File: src/rtl/sound_latch_ctrl_pkg.sv
// Shared definitions for the 68K->Z80 sound command latch: NMI FSM states and counter sizing.
package sound_latch_ctrl_pkg;

    typedef enum logic [1:0] {
        S_IDLE  = 2'd0,
        S_PULSE = 2'd1,
        S_GAP   = 2'd2
    } nmi_state_e;

    // Down-counter width covering both the pulse and gap lengths; never narrower than 1 bit.
    function automatic int unsigned cnt_width(input int unsigned width, input int unsigned gap);
        int unsigned m;
        m = (width > gap) ? width : gap;
        return (m < 2) ? 1 : $clog2(m);
    endfunction

endpackage

File: src/rtl/sound_latch_ctrl_edge_det.sv
// Single-bit registered edge detector with asynchronous active-high reset.
module sound_latch_ctrl_edge_det (
    input  logic clk,
    input  logic reset,
    input  logic sig_i,
    output logic rise_o,
    output logic fall_o
);

    logic sig_q;

    always_ff @(posedge clk or posedge reset) begin
        if (reset) begin
            sig_q <= 1'b0;
        end else begin
            sig_q <= sig_i;
        end
    end

    assign rise_o = sig_i & ~sig_q;
    assign fall_o = ~sig_i & sig_q;

endmodule

File: src/rtl/sound_latch_ctrl.sv
// 68K->Z80 sound command latch: captures the command byte, pulses Z80 NMI per write,
// tracks pending/overrun state and is acknowledged by the end of a Z80 read.
module sound_latch_ctrl
    import sound_latch_ctrl_pkg::*;
#(
    parameter int unsigned NMI_WIDTH = 16,
    parameter int unsigned NMI_GAP   = 4,
    parameter int unsigned OVR_W     = 4
) (
    input  logic             clk,
    input  logic             reset,
    input  logic             sound_latch_cs,
    input  logic             m68k_rw,
    input  logic             m68k_lds_n,
    input  logic [7:0]       m68k_dout,
    input  logic             z80_latch_cs,
    input  logic             z80_rd_n,
    output logic [7:0]       z80_latch_dout,
    output logic             z80_nmi_n,
    output logic             latch_pending,
    output logic [OVR_W-1:0] overrun_cnt
);

    localparam int unsigned CntW = cnt_width(NMI_WIDTH, NMI_GAP);

    logic wr;
    logic rd;
    logic wr_rise;
    logic wr_fall;
    logic rd_rise;
    logic rd_fall;
    logic unused_edges;

    assign wr = sound_latch_cs & ~m68k_rw & ~m68k_lds_n;
    assign rd = z80_latch_cs & ~z80_rd_n;

    sound_latch_ctrl_edge_det u_wr_edge (
        .clk    (clk),
        .reset  (reset),
        .sig_i  (wr),
        .rise_o (wr_rise),
        .fall_o (wr_fall)
    );

    sound_latch_ctrl_edge_det u_rd_edge (
        .clk    (clk),
        .reset  (reset),
        .sig_i  (rd),
        .rise_o (rd_rise),
        .fall_o (rd_fall)
    );

    assign unused_edges = wr_fall ^ rd_rise;

    // Latch, pending and overrun state
    logic [7:0]       dout_d, dout_q;
    logic             pending_d, pending_q;
    logic [OVR_W-1:0] ovr_d, ovr_q;

    always_comb begin
        dout_d    = dout_q;
        pending_d = pending_q;
        ovr_d     = ovr_q;
        if (wr_rise) begin
            dout_d    = m68k_dout;
            pending_d = 1'b1;
            // A write landing on the read-ack cycle replaces an already consumed byte.
            if (pending_q && !rd_fall && (ovr_q != {OVR_W{1'b1}})) begin
                ovr_d = ovr_q + 1'b1;
            end
        end else if (rd_fall) begin
            pending_d = 1'b0;
        end
    end

    always_ff @(posedge clk or posedge reset) begin
        if (reset) begin
            dout_q    <= 8'h00;
            pending_q <= 1'b0;
            ovr_q     <= '0;
        end else begin
            dout_q    <= dout_d;
            pending_q <= pending_d;
            ovr_q     <= ovr_d;
        end
    end

    assign z80_latch_dout = dout_q;
    assign latch_pending  = pending_q;
    assign overrun_cnt    = ovr_q;

    // NMI FSM
    nmi_state_e      state_d, state_q;
    logic [CntW-1:0] cnt_d, cnt_q;
    logic            retrig_d, retrig_q;
    logic            nmi_n_d, nmi_n_q;

    always_ff @(posedge clk or posedge reset) begin
        if (reset) begin
            state_q  <= S_IDLE;
            cnt_q    <= '0;
            retrig_q <= 1'b0;
            nmi_n_q  <= 1'b1;
        end else begin
            state_q  <= state_d;
            cnt_q    <= cnt_d;
            retrig_q <= retrig_d;
            nmi_n_q  <= nmi_n_d;
        end
    end

    always_comb begin
        state_d  = state_q;
        cnt_d    = cnt_q;
        retrig_d = retrig_q;
        unique case (state_q)
            S_IDLE: begin
                if (wr_rise) begin
                    state_d = S_PULSE;
                    cnt_d   = CntW'(NMI_WIDTH - 1);
                end
            end
            S_PULSE: begin
                if (wr_rise) begin
                    retrig_d = 1'b1;
                end
                if (cnt_q == '0) begin
                    state_d = S_GAP;
                    cnt_d   = CntW'(NMI_GAP - 1);
                end else begin
                    cnt_d = cnt_q - 1'b1;
                end
            end
            S_GAP: begin
                if (wr_rise) begin
                    retrig_d = 1'b1;
                end
                if (cnt_q == '0) begin
                    // A write arriving on the final gap cycle still earns its own pulse.
                    if (retrig_q || wr_rise) begin
                        state_d  = S_PULSE;
                        cnt_d    = CntW'(NMI_WIDTH - 1);
                        retrig_d = 1'b0;
                    end else begin
                        state_d = S_IDLE;
                    end
                end else begin
                    cnt_d = cnt_q - 1'b1;
                end
            end
            default: begin
                state_d  = S_IDLE;
                cnt_d    = '0;
                retrig_d = 1'b0;
            end
        endcase
    end

    always_comb begin
        nmi_n_d = (state_d != S_PULSE);
    end

    assign z80_nmi_n = nmi_n_q;

endmodule

File: config.mk
export PLATFORM = sky130hd
export DESIGN_NAME = sound_latch_ctrl
export DESIGN_NICKNAME = d
export VERILOG_FILES = /design/src/rtl/sound_latch_ctrl_pkg.sv /design/src/rtl/sound_latch_ctrl_edge_det.sv /design/src/rtl/sound_latch_ctrl.sv
export SDC_FILE = /design/constraint.sdc
export NUM_CORES = 1
export LEC_CHECK = 0
export BUFFER_PORTS_ARGS = -buffer_cell sky130_fd_sc_hd__buf_2
export CAP_MARGIN = 20
export CORE_UTILIZATION = 56
export CTS_CLUSTER_DIAMETER = 100
export CTS_CLUSTER_SIZE = 30
export DETAILED_ROUTE_END_ITERATION = 12
export PLACE_DENSITY = 0.84
export RECOVER_POWER = 100
export SYNTH_ARGS = -nofsm -noshare
export SYNTH_HDL_FRONTEND = slang
export SYNTH_SLANG_ARGS = --single-unit
File: constraint.sdc
create_clock -name clk -period 4.9 [get_ports clk]
set_input_delay 0.49 -clock clk [delete_from_list [all_inputs] [get_ports clk]]
set_output_delay 0.49 -clock clk [all_outputs]
set_load 0.02 [all_outputs]
==> results of run 1 <==
-- cells in the mapped netlist (all sizes together) --
| library cell | n |
|---|---|
| o21bai | 1 |
| nand3 | 2 |
| nor2 | 11 |
| a211oi | 2 |
| o31ai | 3 |
| or3b | 1 |
| inv | 9 |
| a21oi | 6 |
| a221oi | 1 |
| and3b | 1 |
| a22oi | 1 |
| xnor2 | 1 |
| dfstp | 1 |
| or4b | 2 |
| nor4bb | 1 |
| o2bb2ai | 1 |
| mux2 | 1 |
| xor2 | 2 |
| nor2b | 2 |
| nand2 | 28 |
| nor4b | 2 |
| buf | 3 |
| nor3b | 1 |
| ha | 7 |
| nand2b | 1 |
| o22a | 1 |
| a22o | 2 |
| a21o | 2 |
| or3 | 1 |
| o2111ai | 1 |
| dfrtp | 22 |
| o21ai | 2 |
-- critical path: cells and delay by family, from the launching register on --
family	cells	cell delay (ns)
and+or+nand+nor	1	1.49
AOI/OAI and AO/OA	1	0.53
muxes	1	0.46
DFF	1	0.40
-- report_power, final --
part | leakage [uW] | internal, uW | switching [uW]
logic | 0.000382 | 138 | 190
clock network | 0.0000150 | 31.7 | 52.3
registers | 0.000287 | 249 | 58.2
-- worst paths after layout --
path                                    from                 to  slack, ns  cells past startpoint
max                          u_wr_edge.sig_q     overrun_cnt[1]       1.92                      3
min                                    reset     overrun_cnt[3]       0.34                      2
max reg2reg                  u_wr_edge.sig_q     overrun_cnt[1]       1.92                      3
min reg2reg                z80_latch_dout[1]  z80_latch_dout[1]       0.49                      2
max in group asynchronous              reset         state_q[1]       4.05                      2
min in group clk                    z80_rd_n    u_rd_edge.sig_q       0.36                      2
-- sequential cells by signal, summed over array words and instances, names as in the netlist --
name,cells
retrig_q,1
overrun_cnt,4
state_q,2
latch_pending,1
z80_latch_dout,8
z80_nmi_n,1
u_wr_edge.sig_q,1
cnt_q,4
u_rd_edge.sig_q,1
-- cell type report --
type	count	area [sq um]
well taps	27	33.8
multi-input cells	87	557
inverters	9	33.8
clock buffers	4	26.3
flip-flops and latches	23	577
repair buffers	28	121
fillers	185	653
-- placed cells by master (no fill, tap or decap), drive strengths merged --
| master | count |
|---|---|
| nor4bb | 1 |
| o22a | 1 |
| a21o | 2 |
| xor2 | 2 |
| nor2b | 2 |
| nor4b | 2 |
| a22o | 2 |
| and3b | 1 |
| dfstp | 1 |
| buf | 13 |
| nor3b | 1 |
| o31ai | 3 |
| nor2 | 11 |
| a211oi | 2 |
| nand2b | 1 |
| nand3 | 2 |
| o2bb2ai | 1 |
| or4b | 2 |
| xnor2 | 1 |
| nand2 | 28 |
| ha | 7 |
| o21ai | 2 |
| clkbuf | 19 |
| mux2 | 1 |
| o21bai | 1 |
| o2111ai | 1 |
| a21oi | 6 |
| dfrtp | 22 |
| a22oi | 1 |
| a221oi | 1 |
| or3b | 1 |
| inv | 9 |
| or3 | 1 |
-- stage by stage --
| stage | setup slack, ns | instance area (sq um) | cells | utilization | hold slack (ns) |
|---|---|---|---|---|---|
| 2_1_floorplan | 3.03 | 1220 | 122 | - | 0.464 |
| 3_3_place_gp | 2.76 | 1380 | 174 | 0.687 | 0.453 |
| 3_5_place_dp | 2.70 | 1380 | 174 | 0.687 | 0.466 |
| 4_1_cts | 2.84 | 1400 | 178 | 0.700 | 0.349 |
| 5_1_grt | 1.61 | 1350 | 178 | 0.674 | 0.346 |
| 6_report | 1.92 | 1350 | 178 | 0.674 | 0.339 |
-- kinds of logic (layout without fill, tap and decap cells) --
kind of cell	after synthesis	after routing	synth area share
AND/OR/NAND/NOR	53	53	0.223
AO/OA/AOI/OAI	23	23	0.158
flip-flops	23	23	0.472
buffers and inverters	12	41	0.0450
adder cells (fa/ha/maj)	7	7	0.0716
XOR/XNOR	3	3	0.0215
multiplexers	1	1	0.00921
-- metal layers --
layer	up-vias	track usage
met2	20	0.354
met4	0	0.0735
met5	-	0
met3	2	0.0220
met1	442	0.284
li1	475	-
==> summary.md, run 1 <==
| Metric | Value |
|---|---|
| Number of global-route vias before repair | 887 |
| Total CTS buffers | 3 |
| Clock slew at reported path FFs | 0.12 ns |
| Critical path, cell by cell | nor4b_1 > o2111ai_1 > mux2_1 |
| Initial antenna violation count | 0 |
| Final setup vio count | 0 |
| I/O Buffers | 28 |
| Max-cap violations | 1 |
| M1 WL | 1030 microns |
| Critical-path maximum fanout | 13 |
| Remaining DRCs | 0 |
| Ratio of cells with drive above 1 in the final layout | 0.132 |
| Largest net degree at the start of global routing | 24 |
| Power, Total | ~720 uW |
| First-pass GRT wire length | about 3900 microns |
| H-Tree Depth | 1 |
| DR vias/cell | 5.28 |
| CP max-delay cell | nor4b_1 |
| Total iterations of the first detailed-routing run | 4 |
| Later-pin clock latency in the skew report | 0.30 ns |
| # rows | 16 |
| Final Hold Fails | 0 |
| Synthesized flop and latch total | 23 |
| RSZ-0062 raised after global routing | no |
| Period utilisation layout | 0.608 |
| Starting DRT DRC Count | 9 |
| Post-synthesis sequential area ratio | 0.472 |
| Warnings from Yosys | 0 |
| Final antenna-violating net count | 0 |
| Final nets | 174 |
| Die width | 48.7 microns |
| Met3 routed WL | 86 microns |
| Core ar. | 0.00200 sq mm |
| Power per cell area | between 500 and 600 mW/mm^2 |
| Root Buffer | clkbuf_4 |
| Gates resized, CTS repair | 0 |
| Detailed Place HPWL | 1700 microns |
| Final Max Tran Viols | 14 |
| Starting Density | 0.611 |
| Worst setup SP type | flop |
| Critical path class | flop to flop |
| Area growth syn-to-layout | 10.3% |
| Avg Synthesized Cell Area | 10.0 sq um |
| CTS Hold Buffers Added | 0 |
| Max IR drop VDD | roughly 0.35 mV |
| Longest Clk Path Bufs | 2 |
| Mapped Area | 0.00122 sq mm |
| GRT overflow | 0 |
| DR top layer | met4 |
| Crit path DAT | 3.17 ns |
| DIE AREA | 0.00237 sq mm |
| Ant. Diodes | 0 |
| Synth top area share | 0.450 |
| Synth unique cells | 36 |
| Slew @ Worst Pin | 1.91 ns |
| Post-synthesis cell type with the largest combined area | dfrtp_1 |
| DR WL met2 | around 1100 microns |
| Synth top area cells | dfrtp_1 (45%), nand2_1 (8.6%), ha_1 (7.2%) |
| Hold WC Path Type | input port to async pin |
| CTS tree | yes |
| Min cycle time layout | 2.98 ns |
| Leak | 0.000684 uW |
| Routability cong. | 0.866 |
| Aggregate routed wire length | 2240 microns |
| Post-synthesis net count | 144 |
| Vias | around 940 |
| Final TNS setup | 0 ns |
| Cell count after synthesis | 122 |
| Setup bufs post-CTS | 0 |
| Worst rel slew slack | -0.291 |
| Clock skew | roughly 0.0015 ns |
| I/O Pins | 29 |
| Crit path capture type | flop |
| WL per Instance | around 13 microns |
| Failing checks | max-capacitance violations, max-slew violations |
| Die extent in y | 48.7 microns |
| Clock tree sinks | 23 |
| CP required | 5.09 ns |
| Max incr delay on CP | 1.49 ns |
| Total track usage | 0.211 |
| Achievable clock frequency | 335 MHz |
| Status | finished with violations |
Power figures use the tool's default switching activity.
==> inputs of run 2 (changes only) <==
Settings changed: ABC_AREA set to 1, CORE_UTILIZATION 56 to 47, PLACE_DENSITY 0.84 to 0.75.
Clock period 4.9 ns to 2.4 ns, I/O delays scaled along.
==> run 2 against run 1 <==
Highest routed layer unchanged. Sequential share of layout area is 0.24 points lower. Clock power grew 110%. Global-route usage down 2.0 points. Synthesized cell count grew 8.2%. Area after synthesis up 1.0%. Largest power group unchanged. The run now ends clean.
==> summary.md, run 2 <==
| Metric | Value |
|---|---|
| Longest Clk Path Bufs | 2 (unchanged) |
| Crit path capture type | flop |
| Aggregate routed wire length | 2420 microns (+8.1%) |
| Ant. Diodes | 0 (unchanged) |
| Critical path class | flop to flop |
| Worst setup SP type | flop |
| Slew @ Worst Pin | 0.846 ns (-1.06 ns) |
| Non-Filler Instances | 193 (+8.4%) |
| Area growth syn-to-layout | 9.83% |
| Cell area after layout | 0.00136 sq mm (+0.56%) |
| GRT overflow | 0 (unchanged) |
| FF-to-FF setup slack | 0.62 ns (-1.30 ns) |
| Hold WC Path Type | input port to async pin |
| Worst rel slew slack | 0.436 (+0.727) |
| Number of global-route vias before repair | 929 (+4.7%) |
| Max-cap violations | 0 (-1) |
| CTS tree | yes |
| Post-synthesis net count | 154 (+6.9%) |
| Number of flip-flops in the largest register | 8 (unchanged) |
| DR WL met2 | 1240 microns (+12%) |
| Gates resized, CTS repair | 0 (unchanged) |
| Total iterations of the first detailed-routing run | 4 (unchanged) |
| Final nets | 186 (+6.9%) |
| M1 WL | 1020 microns (-1.3%) |
| Synthesized flop and latch total | 23 (unchanged) |
| Final antenna-violating net count | 0 (unchanged) |
| Cell count after synthesis | 132 (+8.2%) |
| CTS Hold Buffers Added | 0 (unchanged) |
| FF+latch area | 577 sq um (unchanged) |
| Power per cell area | 1120 mW/mm^2 (+110%) |
| Worst reg2reg path endpoint | overrun_cnt[2] |
| Clock skew | 0.00107 ns (-0.000454 ns) |
| Mapped Area | 0.00123 sq mm (+1.0%) |
| Setup bufs post-CTS | 0 (unchanged) |
| Core ar. | 0.00248 sq mm (+24%) |
| FFs w/ async S/R, synth | 1.00 (unchanged) |
| Remaining DRCs | 0 (unchanged) |
| Post-synthesis sequential area ratio | 0.467 (-0.00478) |
| DIE AREA | 0.00284 sq mm (+20%) |
| # rows | 18 (+2) |
| WL per Instance | 12.5 microns (-0.35%) |
| Starting Density | 0.498 (-0.112) |
| DR vias/cell | 5.18 (-1.8%) |
| Root Buffer | clkbuf_4 |
| Routability cong. | 0.822 (-5.1%) |
| Max IR drop VDD | 0.615 mV (+74%) |
| Die extent in y | 53.3 microns (+9.3%) |
| Final Hold Fails | 0 (unchanged) |
| Avg Synthesized Cell Area | 9.36 sq um (-6.6%) |
| Total track usage | 0.191 (-0.0200) |
| CP required | 2.62 ns (-2.47 ns) |
| Critical-path maximum fanout | 16 (+3) |
| Achievable clock frequency | 562 MHz (+68%) |
| Post-synth top flop | dfrtp_1 |
| Post-synthesis cell type with the largest combined area | dfrtp_1 |
| Initial antenna violation count | 0 (unchanged) |
| Worst slack, placed | 0.893 ns (-1.81 ns) |
| Final setup vio count | 0 (unchanged) |
| I/O Pins | 29 (unchanged) |
| Total CTS buffers | 3 (unchanged) |
| Most frequent cells in the layout | nand2_1 (31), dfrtp_1 (22), inv_1 (17) |
| Worst r2r src | u_wr_edge.sig_q |
| Post-synth EDFFs | 0 (unchanged) |
| Multi-input combinational cell area | 514 sq um (-7.6%) |
| Warnings from Yosys | 0 (unchanged) |
| Count leader, synth | nand2_1 |
| I/O Buffers | 28 (unchanged) |
| Min cycle time layout | 1.78 ns (-1.20 ns) |
| Status | completed |
| Filler cells | 233 (+26%) |
| Ratio of cells with drive above 1 in the final layout | 0.153 (+0.0209) |
| Period utilisation layout | 0.742 (+0.133) |
| First-pass GRT wire length | 3890 microns (+0.36%) |
| Vias | 1,000 (+6.5%) |
| Later-pin clock latency in the skew report | 0.31 ns (about the same) |
| Synth top area share | 0.446 (-0.00456) |
| Placed cells | 189 (+8.6%) |
| Leak | 0.000692 uW (+1.2%) |
| Synth unique cells | 24 (-33%) |
| Crit path DAT | 2.00 ns (-1.17 ns) |
| Met3 routed WL | 110 microns (+28%) |
| Most common cell after layout, fill and taps aside | nand2_1 |
| Final TNS setup | 0 ns (unchanged) |
| RSZ-0062 raised after global routing | no |
| Clock tree sinks | 23 (unchanged) |
| Final Max Tran Viols | 0 (-14) |
| Synth top cells by count | nand2_1 (30), dfrtp_1 (22), inv_1 (17) |
| Detailed Place HPWL | 1860 microns (+9.5%) |
| Largest net degree at the start of global routing | 24 (unchanged) |
| Clock slew at reported path FFs | 0.13 ns (about the same) |
| Worst Setup Slack, final | 0.620 ns (-1.30 ns) |
| DR top layer | met4 |
| H-Tree Depth | 1 (unchanged) |
| R2R depth | 6 (+3) |
| Placed inst area | 0.00140 sq mm (+1.9%) |
| Power, Total | 1520 uW (+110%) |
| Starting DRT DRC Count | 30 (+21) |
| Synth top area cells | dfrtp_1 (45%), nand2_1 (9.1%), mux2_4 (8.5%) |
| Die width | 53.3 microns (+9.3%) |
run 2: cell count changes after synthesis, moves of 4 or more:
| cell | before | now |
|---|---|---|
| nand3_1 | 2 | 8 |
| inv_2 | 0 | 4 |
| mux2_4 | 0 | 7 |
| nor2_1 | 11 | 4 |
| o21ai_0 | 2 | 6 |
| o21ai_1 | 0 | 6 |
| inv_1 | 9 | 17 |
run 2: worst max-delay path by stage:
stage                          startpoint        endpoint  slack (ns)  depth (start not counted)
final                     u_wr_edge.sig_q  overrun_cnt[2]        0.62                          6
after global routing      u_wr_edge.sig_q  overrun_cnt[2]        0.44                          6
after CTS                        cnt_q[0]        cnt_q[3]        0.86                          9
after detailed placement         cnt_q[0]        cnt_q[3]        0.89                          9
after global placement           cnt_q[0]        cnt_q[2]        0.99                          9
after floorplan                  cnt_q[0]        cnt_q[0]        1.07                          9
run 2: through the flow:
stage | utilization | hold slack (ns)
6_report | 0.547 | 0.0803
5_1_grt | 0.547 | 0.0575
4_1_cts | 0.577 | 0.0771
3_5_place_dp | 0.566 | 0.412
3_3_place_gp | 0.566 | 0.405
2_1_floorplan | - | 0.241
run 2: critical path, cell delays in order, from the launching register on:
cell	delay, ns
dfrtp_1	0.38
inv_1	0.05
nand3_1	0.50
nor2_1	0.54
nand2_1	0.09
nand2_1	0.07
nand2_1	0.04
run 2: cells by family (layout without fill, tap and decap cells):
family	count (synthesis)	after routing	share of synthesized area
xor+xnor	2	2	0.0142
compound gates	17	17	0.0719
mux	8	8	0.0942
buf+inv	22	53	0.0729
fa+ha+maj	7	7	0.0709
simple gates	53	53	0.209
flops	23	23	0.467
run 2: power breakdown:
group          switching [uW]  total, uW  internal (uW)
Combinational             490        732            242
Clock                     117        180           62.3
Sequential               99.0        612            513
run 2: cell type report:
class                   count  share of cell area
inverters                  21              0.0581
clock inverters             1             0.00369
well taps                  30              0.0277
multi-input cells          87               0.379
repair buffers             28              0.0895
flip-flops and latches     23               0.425
clock buffers               3              0.0166
run 2: routing by layer:
layer | up-vias | global-route usage
met1 | 465 | 0.208
met4 | 0 | 0.0658
li1 | 486 | -
met5 | - | 0
met3 | 7 | 0.0259
met2 | 42 | 0.367
